`config.mk`:
```
export PLATFORM = sky130hd
export DESIGN_NAME = alu_mc
export DESIGN_NICKNAME = d
export VERILOG_FILES = /design/src/rtl/alu_mc.sv
export SDC_FILE = /design/constraint.sdc
export NUM_CORES = 1
export LEC_CHECK = 0
export CORE_MARGIN = 2
export CORE_UTILIZATION = 45
export CTS_CLUSTER_DIAMETER = 200
export DETAILED_ROUTE_END_ITERATION = 8
export PLACE_DENSITY_LB_ADDON = 0.25
export SLEW_MARGIN = 20
export SYNTH_ARGS = -nofsm -noshare
export SYNTH_HDL_FRONTEND = slang
export SYNTH_SLANG_ARGS = --single-unit
```
`constraint.sdc`:
```
create_clock -name CLK -period 5.85 [get_ports CLK]
set_clock_uncertainty 0.15 [all_clocks]
set_input_delay 0.8775 -clock CLK [delete_from_list [all_inputs] [get_ports CLK]]
set_output_delay 0.8775 -clock CLK [all_outputs]
set_load 0.05 [all_outputs]
```
`src/rtl/alu_mc.sv`:
```
// alu_mc: multi-cycle ALU with a valid/ready handshake on both request and result.
//   Single-cycle ops (ADD..SLTU) and illegal opcodes produce a result one cycle
//   after acceptance. MUL, DIVU and REMU iterate one bit per cycle, producing a
//   result WIDTH+1 cycles after acceptance. Only one operation is in flight at a
//   time. The result is held until the consumer takes it.
// Ports:
//   CLK, RST                     clock, synchronous active-high reset
//   IN_VALID/IN_READY            request handshake (IN_READY == idle)
//   SRC_A, SRC_B [WIDTH]         operands
//   ALU_CONTROL [4]              opcode (0..12 legal, 13..15 illegal)
//   OUT_VALID/OUT_READY          result handshake
//   RES [WIDTH], ERR             registered result, illegal-opcode flag
module alu_mc #(
  parameter  int WIDTH = 32,
  localparam int SHW   = $clog2(WIDTH)
) (
  input  logic             CLK,
  input  logic             RST,
  input  logic             IN_VALID,
  output logic             IN_READY,
  input  logic [WIDTH-1:0] SRC_A,
  input  logic [WIDTH-1:0] SRC_B,
  input  logic [3:0]       ALU_CONTROL,
  output logic             OUT_VALID,
  input  logic             OUT_READY,
  output logic [WIDTH-1:0] RES,
  output logic             ERR
);

  typedef enum logic [1:0] {IDLE, BUSY, DONE} state_t;

  localparam logic [3:0]   OP_MUL  = 4'd10;
  localparam logic [3:0]   OP_DIVU = 4'd11;
  localparam logic [3:0]   OP_REMU = 4'd12;
  localparam logic [SHW:0] CNT_W   = (SHW+1)'(WIDTH);
  localparam logic [SHW:0] CNT_1   = (SHW+1)'(1);

  state_t           state, state_nx;
  logic [SHW:0]     cnt;
  logic [3:0]       op_q;
  // MUL: ra = shifted multiplicand, rb = shifted multiplier, racc = product.
  // DIV: ra = dividend shifting out / quotient shifting in, rb = divisor,
  //      racc = partial remainder.
  logic [WIDTH-1:0] ra, rb, racc;

  logic             is_long;
  logic [SHW-1:0]   sh;
  logic [WIDTH-1:0] alu_res;
  logic             alu_err;

  logic [WIDTH-1:0] mul_nx, rem_nx, q_nx, long_res;
  logic [WIDTH:0]   r_sh, diff;
  logic             ge;

  assign is_long = (ALU_CONTROL >= OP_MUL) && (ALU_CONTROL <= OP_REMU);
  assign sh      = SRC_B[SHW-1:0];

  // single-cycle datapath
  always_comb begin
    alu_res = '0;
    alu_err = 1'b0;
    case (ALU_CONTROL)
      4'd0:    alu_res = SRC_A + SRC_B;
      4'd1:    alu_res = SRC_A - SRC_B;
      4'd2:    alu_res = SRC_A & SRC_B;
      4'd3:    alu_res = SRC_A | SRC_B;
      4'd4:    alu_res = SRC_A ^ SRC_B;
      4'd5:    alu_res = SRC_A << sh;
      4'd6:    alu_res = SRC_A >> sh;
      4'd7:    alu_res = WIDTH'($signed(SRC_A) >>> sh);
      4'd8:    alu_res = {{(WIDTH-1){1'b0}}, $signed(SRC_A) < $signed(SRC_B)};
      4'd9:    alu_res = {{(WIDTH-1){1'b0}}, SRC_A < SRC_B};
      4'd10, 4'd11, 4'd12: alu_res = '0;
      default: alu_err = 1'b1;
    endcase
  end

  // one iteration of shift-add multiply / restoring divide
  always_comb begin
    mul_nx = racc + (rb[0] ? ra : '0);
    r_sh   = {racc, ra[WIDTH-1]};
    diff   = r_sh - {1'b0, rb};
    // remainder < divisor keeps r_sh below 2*divisor, so diff's top bit is its sign
    ge     = ~diff[WIDTH];
    rem_nx = ge ? diff[WIDTH-1:0] : r_sh[WIDTH-1:0];
    q_nx   = {ra[WIDTH-2:0], ge};
    case (op_q)
      OP_MUL:  long_res = mul_nx;
      OP_DIVU: long_res = q_nx;
      default: long_res = rem_nx;
    endcase
  end

  // FSM
  always_ff @(posedge CLK) begin
    if (RST) state <= IDLE;
    else     state <= state_nx;
  end

  always_comb begin
    state_nx  = state;
    IN_READY  = 1'b0;
    OUT_VALID = 1'b0;
    case (state)
      IDLE: begin
        IN_READY = 1'b1;
        if (IN_VALID) state_nx = is_long ? BUSY : DONE;
      end
      BUSY: if (cnt == CNT_1) state_nx = DONE;
      DONE: begin
        OUT_VALID = 1'b1;
        if (OUT_READY) state_nx = IDLE;
      end
      default: state_nx = IDLE;
    endcase
  end

  // datapath registers
  always_ff @(posedge CLK) begin
    if (RST) begin
      cnt  <= '0;
      op_q <= '0;
      ra   <= '0;
      rb   <= '0;
      racc <= '0;
      RES  <= '0;
      ERR  <= 1'b0;
    end else begin
      case (state)
        IDLE: if (IN_VALID) begin
          if (is_long) begin
            ra   <= SRC_A;
            rb   <= SRC_B;
            racc <= '0;
            op_q <= ALU_CONTROL;
            cnt  <= CNT_W;
          end else begin
            RES <= alu_res;
            ERR <= alu_err;
          end
        end
        BUSY: begin
          cnt <= cnt - CNT_1;
          if (op_q == OP_MUL) begin
            racc <= mul_nx;
            ra   <= ra << 1;
            rb   <= rb >> 1;
          end else begin
            racc <= rem_nx;
            ra   <= q_nx;
          end
          // last iteration publishes its own step result directly
          if (cnt == CNT_1) begin
            RES <= long_res;
            ERR <= 1'b0;
          end
        end
        default: ;
      endcase
    end
  end

endmodule

```
==> key figures <==
Status
  – Status: finished clean

Logic synthesis
  – Post-synth EDFFs: 0
  – Simple-Gate Fraction of Synth Area: 20.8%
  – Share of the synthesized area in the top cell type: 14.9%
  – FF+latch count, synth: 141
  – Main combinational cell family by area after synthesis: compound AO/OA/AOI/OAI gates
  – Post-Synth XOR/XNOR Area: 3.29%
  – FFs w/ async S/R, synth: 0%
  – Gate count after technology mapping: 2696
  – Compound-cell area share of the yosys netlist: 33.7%
  – Top_reg_cell synth: dfxtp_1
  – Cell area after synthesis: 19000 um2
  – Post-synthesis mux area share: 8.87%
  – Synth unique cells: 89
  – Top cells by area, synth: dfxtp_1 (15%), ha_1 (11%), nand2_1 (7.0%)
  – Synth Area in Adders: 11.4%
  – Register area share after synthesis: 14.9%
  – YS warnings: 0
  – Post-synth top cells: nand2_1 (353), nor2_1 (300), a21oi_1 (224), o21ai_0 (187), ha_1 (166)
  – Post-Syn Nets: 2938
  – Area leader, netlist: dfxtp_1
  – Mean Syn Cell Area: 7.03 um2
  – Count leader, synth: nand2_1

Critical path
  – Crit-path max cell delay: 0.82 ns
  – CP arrival: 5.03 ns
  – Worst Setup Path Type: flip-flop to flip-flop
  – R2R Path End: RES[11]
  – CP max-delay cell: xnor2_4
  – Worst-path cell chain: inv_1 -> ha_1 -> inv_1 -> fa_1 -> a211oi_1 -> o211ai_1 -> nor4b_4 -> o21ai_2 -> a211oi_2 -> o31ai_4 -> xnor2_4 -> mux2_1 -> o21ai_0 -> o21ai_0
  – Max FO, Critical Path: 23
  – R2r setup slk: 0.97 ns
  – CP startpoint kind: flip-flop
  – Worst setup path start: ra[31]
  – Critical Path End Type: flip-flop
  – Worst Setup EP: RES[11]
  – Crit path required time: 5.99 ns
  – Reg2reg start: ra[31]
  – Worst r2r path cells: 14

Floorplanning
  – Die Span Y: 209 um
  – Core region area: 41800 um2
  – Row count: 75
  – Die ar.: 43800 um2
  – Die X: 209 um
  – Initial Utilization: 45.4%
  – I/O pin count: 107

CTS
  – Max H-tree Level: 4
  – CTS sink cnt: 141
  – Root Buffer: clkbuf_16
  – Worst-path clk slew: 0.06 ns
  – CTS tree: yes
  – # resized after CTS: 0
  – Total CTS buffers: 17
  – Hold buffer count at CTS: 0
  – Setup bufs post-CTS: 0
  – Clk buf depth: 2
  – Clock latency on the worst-skew pair: 0.44 ns

Min path
  – Hold WC Path Type: flip-flop to flip-flop

Power and ir drop
  – Static leakage: 0.00864 uW
  – PwrDens: 189 nW/um2
  – Max VDD drop: 0.159 mV

Routing
  – Antenna Nets Post-Route: 0
  – Initial DRC count: 2646
  – Drt pass-1 iters: 6
  – Routed wire length: 82700 um
  – WL/cell: 25.5 um
  – Residual DRC: 0
  – DR vias: 21500
  – Mean number of vias per cell: 6.62

Global route
  – Largest net degree at the start of global routing: 77
  – GRT Total Usage: 36.6%
  – Number of global-route vias before repair: 19600
  – First-pass GRT wire length: 123000 um
  – Antenna violations before repair: 2
  – Overflow after GRT: 0

Timing
  – Fin crit share: 83.5%
  – Slew margin rel.: 28.1%
  – Setup TNS: 0 ns
  – F_max: 205 MHz
  – RSZ-0062 raised after global routing: no
  – # setup viols final: 0
  – Slew @ Worst Pin: 1.07 ns
  – Slew Viols, Final: 0
  – Min Clock Period, post-route: 4.88 ns
  – Final hold violation count: 0

Job
  – MaxCap Viol Count: 0

Cells and area
  – Nets@finish: 2928
  – Share of cells above drive strength 1: 6.89%
  – Cell area after layout: 21000 um2
  – Fillers: 4287
  – Area growth, synth to finish: 10.7%

Placed design
  – GP Congestion: 1.00
  – IO Port Bufs: 106
  – Post-DP HPWL: 64600 um
  – Area of placed instances: 20400 um2
==> final cells by class <==
type / count / area [um2] / share of cell area [%]
inverter: 145 / 544 / 2.59
timing repair buffer: 166 / 1510 / 7.21
multi-input combinational: 2215 / 14900 / 70.8
clock buffer: 22 / 474 / 2.26
tap: 539 / 674 / 3.21
clock inverter: 10 / 90.1 / 0.429
antenna: 1 / 2.50 / 0.0119
sequential: 141 / 2820 / 13.4
==> sequential cells by signal (all words and copies together), names as in the netlist <==
register / cells
cnt: 6
state: 2
ERR: 1
RES: 32
rb: 32
racc: 32
op_q: 4
ra: 32
==> power by group <==
| part | switching [uW] | internal [uW] |
|---|---|---|
| Sequential | 67.4 | 1020 |
| Combinational | 1160 | 652 |
| Clock | 445 | 616 |
| Total | 1670 | 2290 |
==> cells in the final DEF, fill, tap and decap left out, drive strengths merged, types with 18 or more instances in the layout <==
master         netlist  final
nor2               300    300
a221oi              23     23
inv                143    142
nand2b              23     23
clkbuf             152     22
a221o               19     19
o31ai               26     26
a31oi               37     37
a22oi               23     23
a21o                47     47
nor3                38     38
o21ai              197    197
o211ai              42     42
buf                 43     65
dfxtp              141    141
o21a                18     18
a211oi              50     50
mux4                22     22
nand2              353    353
mux2                28     28
xor2                31     31
a311oi              71     71
o21bai              18     18
xnor2               38     38
ha                 166    166
nor2b               20     20
and2                40     40
nand3               36     36
mux2i               87     87
a21oi              224    224
clkdlybuf4s50        0    101
==> critical path, delay by kind of cell, from the launching register on <==
family	cells	cell delay [ns]
AOI/OAI and AO/OA	7	1.84
xor gates and xnor gates	1	0.82
adders and majority gates	2	0.49
DFF	1	0.47
muxes	1	0.43
and+or+nand+nor	1	0.34
buffers and inverters	2	0.19
==> through the flow <==
stage | total power [uW] | std cells | hold slack [ns] | worst slack (ns) | utilization [%]
floorplan | 2280 | 2696 | 0.290 | 1.01 | -
global placement | 2850 | 3206 | 0.311 | 0.879 | 48.9
global route | 4140 | 3238 | 0.352 | 0.815 | 50.3
detailed placement | 2860 | 3206 | 0.322 | 0.798 | 48.9
finish | 3960 | 3239 | 0.331 | 0.966 | 50.3
CTS | 3920 | 3238 | 0.331 | 1.04 | 50.3
==> routing by layer <==
layer  routed length (um)  vias to the layer above  GRT usage [%]
li1                     -                     9912              -
met1                34900                    10200           49.8
met2                36700                     1139           57.9
met3                 7750                      169           6.31
met4                 3290                        2           14.2
met5                   13                        -              0
==> logic make-up after synthesis <==
logic type	after synthesis
buf+inv	340
compound gates	941
simple gates	898
mux	137
flops	141
xor+xnor	69
fa+ha+maj	170
==> worst min path at each step <==
stage                 start      end  slack [ns]  depth (start not counted)
floorplan           op_q[3]  op_q[3]        0.29                          2
global placement     rb[31]   rb[30]        0.31                          2
detailed placement   rb[31]   rb[30]        0.32                          2
CTS                  rb[31]   rb[30]        0.33                          2
global route        RES[25]  RES[25]        0.35                          1
finish               rb[31]   rb[30]        0.33                          2
No activity file was read; power rests on OpenSTA's default activity.
